### config.mk
export PLATFORM = sky130hd
export DESIGN_NAME = btn_click_decoder
export DESIGN_NICKNAME = d
export VERILOG_FILES = /design/src/rtl/btn_click_decoder.sv
export SDC_FILE = /design/constraint.sdc
export NUM_CORES = 1
export LEC_CHECK = 0
export CORE_MARGIN = 10
export CORE_UTILIZATION = 63
export CTS_CLUSTER_SIZE = 14
export DETAILED_ROUTE_END_ITERATION = 7
export PLACE_DENSITY = 0.86
export SETUP_SLACK_MARGIN = 0.3
export SYNTH_ARGS = -nofsm -noshare
export SYNTH_HDL_FRONTEND = slang
export SYNTH_SLANG_ARGS = --single-unit
### constraint.sdc
create_clock -name clk -period 4.1 [get_ports clk]
set_input_delay 1.025 -clock clk [delete_from_list [all_inputs] [get_ports clk]]
set_output_delay 1.025 -clock clk [all_outputs]
set_load 0.1 [all_outputs]
### src/rtl/btn_click_decoder.sv
// Per-button single/double click classifier feeding a small event FIFO on a
// valid/ready stream. Three independent IDLE/WAIT channels, fixed-priority arbiter.
module btn_click_decoder #(
  parameter int unsigned DOUBLE_WINDOW = 25_000_000,
  parameter int unsigned CNT_W         = 25,
  parameter int unsigned FIFO_DEPTH    = 4
) (
  input  logic       clk,
  input  logic       reset,
  input  logic [2:0] press,
  input  logic       evt_ready,
  input  logic       ovf_clr,
  output logic       evt_valid,
  output logic [1:0] evt_btn,
  output logic       evt_double,
  output logic       overflow
);

  localparam int unsigned      NCH     = 3;
  localparam int unsigned      PTR_W   = $clog2(FIFO_DEPTH);
  localparam logic [CNT_W-1:0] WIN     = CNT_W'(DOUBLE_WINDOW);
  localparam logic [PTR_W:0]   DEPTH_C = (PTR_W+1)'(FIFO_DEPTH);

  typedef enum logic {IDLE, WAIT} state_t;

  state_t           state_q [NCH];
  state_t           state_d [NCH];
  logic [CNT_W-1:0] cnt_q   [NCH];
  logic [CNT_W-1:0] cnt_d   [NCH];
  logic [NCH-1:0]   gen;
  logic [NCH-1:0]   gen_dbl;

  logic [NCH-1:0]   pend_v_q;
  logic [NCH-1:0]   pend_dbl_q;
  logic [NCH-1:0]   moved;
  logic [1:0]       sel;
  logic             move;
  logic             pop;
  logic             drop;

  logic [1:0]       mem_btn [FIFO_DEPTH];
  logic             mem_dbl [FIFO_DEPTH];
  logic [PTR_W-1:0] wr_ptr;
  logic [PTR_W-1:0] rd_ptr;
  logic [PTR_W:0]   count_q;

  // Channel FSMs: a press while waiting always wins over the timeout.
  always_comb begin
    for (int unsigned i = 0; i < NCH; i++) begin
      state_d[i] = state_q[i];
      cnt_d[i]   = cnt_q[i];
      gen[i]     = 1'b0;
      gen_dbl[i] = 1'b0;
      case (state_q[i])
        IDLE: begin
          if (press[i]) begin
            state_d[i] = WAIT;
            cnt_d[i]   = CNT_W'(1);
          end
        end
        WAIT: begin
          if (press[i]) begin
            gen[i]     = 1'b1;
            gen_dbl[i] = 1'b1;
            state_d[i] = IDLE;
            cnt_d[i]   = '0;
          end else if (cnt_q[i] == WIN) begin
            gen[i]     = 1'b1;
            state_d[i] = IDLE;
            cnt_d[i]   = '0;
          end else begin
            cnt_d[i]   = cnt_q[i] + CNT_W'(1);
          end
        end
        default: begin
          state_d[i] = IDLE;
          cnt_d[i]   = '0;
        end
      endcase
    end
  end

  always_ff @(posedge clk or posedge reset) begin
    if (reset) begin
      for (int unsigned i = 0; i < NCH; i++) begin
        state_q[i] <= IDLE;
        cnt_q[i]   <= '0;
      end
    end else begin
      for (int unsigned i = 0; i < NCH; i++) begin
        state_q[i] <= state_d[i];
        cnt_q[i]   <= cnt_d[i];
      end
    end
  end

  // A pop frees a slot on the same edge, so a full FIFO can still accept a move.
  always_comb begin
    pop   = evt_valid && evt_ready;
    move  = 1'b0;
    sel   = '0;
    moved = '0;
    for (int unsigned i = 0; i < NCH; i++) begin
      if (pend_v_q[i] && !move && ((count_q < DEPTH_C) || pop)) begin
        move     = 1'b1;
        sel      = 2'(i);
        moved[i] = 1'b1;
      end
    end
    drop = |(gen & pend_v_q & ~moved);
  end

  always_ff @(posedge clk or posedge reset) begin
    if (reset) begin
      pend_v_q   <= '0;
      pend_dbl_q <= '0;
      overflow   <= 1'b0;
    end else begin
      for (int unsigned i = 0; i < NCH; i++) begin
        if (gen[i] && (!pend_v_q[i] || moved[i])) begin
          pend_v_q[i]   <= 1'b1;
          pend_dbl_q[i] <= gen_dbl[i];
        end else if (moved[i]) begin
          pend_v_q[i]   <= 1'b0;
        end
      end
      if (drop) begin
        overflow <= 1'b1;
      end else if (ovf_clr) begin
        overflow <= 1'b0;
      end
    end
  end

  always_ff @(posedge clk) begin
    if (move) begin
      mem_btn[wr_ptr] <= sel;
      mem_dbl[wr_ptr] <= pend_dbl_q[sel];
    end
  end

  always_ff @(posedge clk or posedge reset) begin
    if (reset) begin
      wr_ptr  <= '0;
      rd_ptr  <= '0;
      count_q <= '0;
    end else begin
      if (move) begin
        wr_ptr <= wr_ptr + PTR_W'(1);
      end
      if (pop) begin
        rd_ptr <= rd_ptr + PTR_W'(1);
      end
      case ({move, pop})
        2'b10:   count_q <= count_q + (PTR_W+1)'(1);
        2'b01:   count_q <= count_q - (PTR_W+1)'(1);
        default: count_q <= count_q;
      endcase
    end
  end

  assign evt_valid  = (count_q != '0);
  assign evt_btn    = evt_valid ? mem_btn[rd_ptr] : '0;
  assign evt_double = evt_valid ? mem_dbl[rd_ptr] : 1'b0;

endmodule

# Yosys cells after proc, flatten, opt, wreduce, memory -nomap -nowiden

Memories as Yosys holds them, arrays and structs flattened.
Index checks and enable logic that the tools add are counted.

Register bits: 92
Latch bits: 0
Memory bits (writable): 12
ROM bits: 0
Bits of input ports: 7
Output and inout port bits: 5
Logic and storage cells: 124
Memories kept: 2

Add/subtract/negate cells: 7
Multiply operators: 0
Div/mod/pow operators: 0
$lt $le $gt $ge: 2
Eq/ne operators: 8
Shift-type cells: 0
Multiplexer cells: 58
Bitwise logic cells: 6
Reductions and logical operators: 25

Memories:

| memory  | words | width | read ports | clocked after Yosys merged registers in | write ports | RTL line | RTL |
|---|---|---|---|---|---|---|---|
| mem_btn | 4     | 2     | 1          | 0                                       | 1           | 41       | `logic [1:0] mem_btn [FIFO_DEPTH];` |
| mem_dbl | 4     | 1     | 1          | 0                                       | 1           | 42       | `logic mem_dbl [FIFO_DEPTH];` |

Operators with widths:

| cell                                                                  | count |
|---|---|
| 25-bit 2-to-1 mux                                                     | 9 |
| 25-bit case mux with 2 select lines                                   | 3 |
| 25-bit by 1-bit adder with 25-bit output (second input constant)      | 3 |
| 25-bit equality test (second input constant)                          | 3 |
| 1-bit 2-to-1 mux                                                      | 39 |
| 2-bit nonzero test                                                    | 5 |
| 1-bit logical AND                                                     | 9 |
| 3-bit AND                                                             | 2 |
| 2-bit != test (second input constant)                                 | 3 |
| 1-bit case mux with 2 select lines                                    | 3 |
| 3-bit case mux with 2 select lines                                    | 1 |
| 1-bit logical NOT                                                     | 5 |
| 2-bit by 1-bit adder with 2-bit output (second input constant)        | 2 |
| 1-bit logical OR                                                      | 4 |
| 2-bit 2-to-1 mux                                                      | 2 |
| 3-bit by 1-bit adder with 3-bit output (second input constant)        | 1 |
| 2-bit by 3-bit < comparator with 1-bit output (second input constant) | 1 |
| 3-bit < comparator (second input constant)                            | 1 |
| 1-bit NOT                                                             | 3 |
| 3-bit NOT                                                             | 1 |
| 3-bit nonzero test                                                    | 1 |
| 3-bit OR reduction                                                    | 1 |
| 3-bit by 1-bit subtractor with 3-bit output (second input constant)   | 1 |
| 1-bit binary-select mux with 2-bit select                             | 1 |
| other kinds (2)                                                       | 2 |

# Depth between registers and ports, before layout

Word-level depth: 17
Mapped depth: 9
Depth with buffers taken out: 9

# Least setup slack after synthesis

Ideal clock, no wire load.

Path kind: reg2out
Start point: register count_q[0]
End point: output evt_btn[0]
Data arrival time: 1.971 ns
Data required time: 3.075 ns
Setup slack: 1.104 ns
Stages on the path, launching flop included: 3
Path buffers: 0
Path through: dfrtp_1 > or3_1 > and2_1

Longest elaborated chain between the ends: 2

RTL lines:

| element                | RTL line | RTL |
|---|---|---|
| start, declared        | 45       | `logic [PTR_W:0] count_q;` |
| start signal, assigned | 155      | `2'b10: count_q <= count_q + (PTR_W+1)'(1);` |
| start signal, assigned | 156      | `2'b01: count_q <= count_q - (PTR_W+1)'(1);` |
| start signal, assigned | 157      | `default: count_q <= count_q;` |
| 3-bit nonzero test     | 162      | `assign evt_valid = (count_q != '0);` |
| via evt_valid          | 13       | `output logic evt_valid,` |
| 2-bit 2-to-1 mux       | 163      | `assign evt_btn = evt_valid ? mem_btn[rd_ptr] : '0;` |
| end, declared          | 14       | `output logic [1:0] evt_btn,` |

The timed path passes the listed nets, and every way through them passes these cells.

# Worst setup path in the final report

Start point: register rd_ptr[0]
End point: output evt_double

Longest elaborated chain between the ends: 2

RTL lines:

| element                | RTL line | RTL |
|---|---|---|
| start, declared        | 44       | `logic [PTR_W-1:0] rd_ptr;` |
| start signal, assigned | 152      | `rd_ptr <= rd_ptr + PTR_W'(1);` |
| memory 4 x 1 bit       | n/a      |  |
| 1-bit 2-to-1 mux       | 164      | `assign evt_double = evt_valid ? mem_dbl[rd_ptr] : 1'b0;` |
| end, declared          | 15       | `output logic evt_double,` |

Every way passes these cells.

==> qor.txt <==
FINAL LAYOUT
--------------------------------------------------------------------------------------------------------
Post-Layout Inst Area                                                                         6270 sq um
Final net count                                                                                      648
Layout fillers                                                                                       703
Synth-to-Final Area Change                                                                         6.03%
Commonest non-fill, non-tap cell in the layout                                              sky130_fd_sc_hd__dfrtp_1
Commonest cells after routing, fill and taps aside                                          sky130_fd_sc_hd__dfrtp_1, sky130_fd_sc_hd__nand2_1, sky130_fd_sc_hd__o21ai_0, sky130_fd_sc_hd__nand3_1
Antenna fix cells                                                                                      0
Share of final-layout standard cells stronger than drive strength 1                               0.0662

YOSYS
--------------------------------------------------------------------------------------------------------
Count of cell types in the netlist                                                                    67
Predominant post-synthesis flop cell                                                        sky130_fd_sc_hd__dfrtp_1
Area of the mapped netlist                                                                    5910 sq um
Synthesized area per cell                                                                     9.37 sq um
Synth Register Bits                                                                                  104
Warnings, synthesis                                                                                    0
EDFF count, synth                                                                                     12
Sequential-to-total area share from yosys stat                                                     0.451
Synth async-reset ratio                                                                            0.885
Net Count, Synth                                                                                     650
Synthesized instance count                                                                           631

CLOCK TREE
--------------------------------------------------------------------------------------------------------
Setup Buffers After CTS                                                                                0
Post-CTS clock slew at the launch and capture registers of the worst setup and hold paths        0.11 ns
Buffer depth of the longest clock path                                                                 2
Hold Buf Count CTS                                                                                     0
Total CTS buffers                                                                                      9
H-tree Lvls                                                                                            3
Post-CTS sizing                                                                                        0
Root Buffer                                                                                 sky130_fd_sc_hd__clkbuf_8
Clock sinks                                                                                          104
Worst skew pair latency                                                                          0.37 ns
CTS tree                                                                                            done

PWR
--------------------------------------------------------------------------------------------------------
Max rail drop VDD                                                                             0.000491 V
Portion of total power attributed to the clock network                                             0.223
Net Sw Power                                                                                     1.06 mW
Combinational share of power                                                                       0.303
Total power density per cell area                                                            435 nW/um^2
Switching Fraction                                                                                 0.387
Static Leak                                                                                      2.41 nW
Cell internal pwr                                                                                1.67 mW
Portion of total power attributed to sequential cells                                              0.474

STA
--------------------------------------------------------------------------------------------------------
Largest clock skew in the final design                                                         0.0157 ns
Total negative setup slack                                                                          0 ns
Peak Freq                                                                                        281 MHz
Slew at the pin closest to its max-slew limit                                                   0.974 ns
Final period demand of the worst path                                                            3.56 ns
Tcrit/Tclk final                                                                                   0.868
Slew margin rel.                                                                                   0.349
Final count of pins violating max slew                                                                 0
Number of hold violations in the final report                                                          0
Setup repair after global routing missed its margin                                                   no
Final setup violation count                                                                            0

DRT
--------------------------------------------------------------------------------------------------------
Drt initial violations                                                                               643
Vias                                                                                                5092
Antenna Nets Post-Route                                                                                0
Routed WL per cell                                                                               17.6 um
DRC violation count after routing                                                                      0
Number of search-and-repair iterations in the first detailed-routing pass                              5
Number of vias per cell after detailed routing                                                      6.83
Detailed Route WL                                                                                13.1 mm

HOLD PATH
--------------------------------------------------------------------------------------------------------
Path type of the worst min-delay path                                                            reg2reg
Startpoint of the worst hold path                                                              cnt_q[14]
Worst hold path cell count                                                                             1
End of the worst hold path                                                                     cnt_q[14]

PLACED DESIGN
--------------------------------------------------------------------------------------------------------
Final HPWL DP                                                                                    9.12 mm
Final weighted congestion in routability-driven placement                                          0.908
Instance area after placement                                                                 6090 sq um
Total of buffers placed on input and output ports                                                     11

FLOORPLAN
--------------------------------------------------------------------------------------------------------
Horizontal die dimension                                                                          117 um
Num ports                                                                                             12
Height of the chip                                                                                117 um
Area enclosed by the die boundary                                                            13700 sq um
Number of cell rows                                                                                   35
Core Area                                                                                     9200 sq um
Effective utilization at floorplan                                                                 0.643

CRITICAL PATH
--------------------------------------------------------------------------------------------------------
Worst Path Max Fanout                                                                                  5
Data required time of the critical path                                                          3.07 ns
Source of the worst register-to-register timing path                                           cnt_q[15]
Crit path arrival time                                                                           2.54 ns
CP Launch Type                                                                                  register
Worst reg-to-reg setup slack                                                                     1.66 ns
Critical setup path kind                                                                         reg2out
R2r worst-path depth                                                                                   6
Endpoint of the worst-slack reg-to-reg timing path                                             cnt_q[16]
Nature of the critical path endpoint                                                        primary output

JOB
--------------------------------------------------------------------------------------------------------
Max Cap Viol                                                                                           0

GLOBAL ROUTING
--------------------------------------------------------------------------------------------------------
Vias in the first global route                                                                      4839
Global-route wire length before repair                                                           22.5 mm
Global-route usage over all layers                                                                 0.199
Maximum number of pins on one net before global-route repair                                          57
Antenna violations before repair                                                                       0
Remaining global-route overflow                                                                        0

OUTCOME
--------------------------------------------------------------------------------------------------------
Result of the run                                                                           finished, final reports clean

-- state kept, by name, summed over array words and instances, names as in the netlist --
signal      cells
cnt_q          75
count_q         3
mem_btn         8
mem_dbl         4
overflow        1
pend_dbl_q      3
pend_v_q        3
rd_ptr          2
state_q         3
wr_ptr          2
-- metal layers --
metal  part of all wire  vias to the layer above  track usage
li1                   -                     2381            -
met1               0.43                     2496        0.255
met2               0.50                      194        0.337
met3              0.054                       21       0.0301
met4              0.012                        0       0.0667
met5                  0                        -            0
-- Yosys cell counts (2+ instances only) --
| master | n | area, sq um |
|---|---|---|
| sky130_fd_sc_hd__inv_1 | 35 | 131 |
| sky130_fd_sc_hd__a21oi_1 | 32 | 160 |
| sky130_fd_sc_hd__nor3_1 | 18 | 90.1 |
| sky130_fd_sc_hd__ha_1 | 11 | 138 |
| sky130_fd_sc_hd__mux2i_1 | 3 | 30.0 |
| sky130_fd_sc_hd__a32o_1 | 17 | 170 |
| sky130_fd_sc_hd__buf_2 | 6 | 30.0 |
| sky130_fd_sc_hd__nor3b_1 | 8 | 60.1 |
| sky130_fd_sc_hd__o31ai_1 | 3 | 22.5 |
| sky130_fd_sc_hd__or3_4 | 2 | 22.5 |
| sky130_fd_sc_hd__nor2_1 | 36 | 135 |
| sky130_fd_sc_hd__clkbuf_1 | 20 | 75.1 |
| sky130_fd_sc_hd__xnor2_1 | 4 | 35.0 |
| sky130_fd_sc_hd__nand2b_1 | 7 | 43.8 |
| sky130_fd_sc_hd__or3_1 | 5 | 31.3 |
| sky130_fd_sc_hd__buf_6 | 2 | 22.5 |
| sky130_fd_sc_hd__a31oi_1 | 36 | 225 |
| sky130_fd_sc_hd__o21ai_0 | 50 | 250 |
| sky130_fd_sc_hd__or4_1 | 3 | 22.5 |
| sky130_fd_sc_hd__nand3_1 | 38 | 190 |
| sky130_fd_sc_hd__and2_1 | 16 | 100 |
| sky130_fd_sc_hd__nor4_1 | 13 | 81.3 |
| sky130_fd_sc_hd__o31a_1 | 2 | 17.5 |
| sky130_fd_sc_hd__o211ai_1 | 3 | 22.5 |
| sky130_fd_sc_hd__nor4bb_1 | 2 | 20.0 |
| sky130_fd_sc_hd__o2bb2ai_1 | 3 | 26.3 |
| sky130_fd_sc_hd__and3_1 | 10 | 62.6 |
| sky130_fd_sc_hd__nor4b_4 | 2 | 47.6 |
| sky130_fd_sc_hd__nand2_1 | 59 | 221 |
| sky130_fd_sc_hd__edfxtp_1 | 12 | 360 |
| sky130_fd_sc_hd__a21o_1 | 2 | 15.0 |
| sky130_fd_sc_hd__a211o_1 | 2 | 17.5 |
| sky130_fd_sc_hd__nor4b_1 | 2 | 17.5 |
| sky130_fd_sc_hd__mux4_2 | 3 | 67.6 |
| sky130_fd_sc_hd__nand3b_1 | 6 | 45.0 |
| sky130_fd_sc_hd__nand4_1 | 18 | 113 |
| sky130_fd_sc_hd__nor4_4 | 2 | 42.5 |
| sky130_fd_sc_hd__xor2_1 | 3 | 26.3 |
| sky130_fd_sc_hd__nor2b_1 | 2 | 12.5 |
| sky130_fd_sc_hd__and4_1 | 2 | 17.5 |
| sky130_fd_sc_hd__nand4_4 | 2 | 42.5 |
| sky130_fd_sc_hd__a41oi_1 | 13 | 114 |
| sky130_fd_sc_hd__dfrtp_1 | 92 | 2300 |
-- how the worst max path moves through the flow --
stage	from	endpoint	slack (ns)	depth (start not counted)
after floorplan	reset	cnt_q[0]	0.68	1
after global placement	rd_ptr[0]	evt_double	0.98	3
after detailed placement	evt_ready	count_q[2]	0.85	10
after CTS	rd_ptr[0]	evt_double	0.53	3
after global routing	rd_ptr[0]	evt_btn[0]	0.46	3
final	rd_ptr[0]	evt_double	0.54	3
-- power groups by stage --
stage	Sequential [mW]	Clock, mW	Combinational [mW]
global route	1.31	0.654	0.893
detailed placement	1.31	0	0.831
CTS	1.29	0.611	0.833
finish	1.29	0.608	0.826
floorplan	1.28	0	0.655
global placement	1.30	0	0.784
-- critical path: stages, from the launching register on --
cell and delay (ns):
sky130_fd_sc_hd__dfrtp_1 0.51, sky130_fd_sc_hd__mux4_2 0.54, sky130_fd_sc_hd__and2_1 0.16, sky130_fd_sc_hd__clkdlybuf4s50_1 0.96
-- per-stage QoR --
stage	total power, mW	worst slack, ns	utilization	hold slack, ns	std cells
after global placement	2.08	0.985	0.662	0.465	729
after CTS	2.73	0.528	0.681	0.493	745
final	2.73	0.540	0.681	0.491	745
after global routing	2.86	0.457	0.681	0.514	745
after floorplan	1.93	0.683	-	0.443	631
after detailed placement	2.14	0.851	0.662	0.478	729
-- cell families after synthesis --
family,after synthesis,share of synthesized area
compound gates,175,0.196
xor+xnor,7,0.0104
fa+ha+maj,12,0.0267
buf+inv,66,0.0459
flops,104,0.451
mux,6,0.0165
simple gates,261,0.254
-- layout make-up --
cell class,instances,area (sq um),area share
Tap cell,111,139,0.0222
Inverter,36,136,0.0218
Multi-Input combinational cell,461,2980,0.476
Clock inverter,6,50.0,0.00799
Sequential cell,104,2660,0.425
Timing Repair Buffer,17,168,0.0268
Clock buffer,10,128,0.0204
Power figures use the tool's default switching activity.
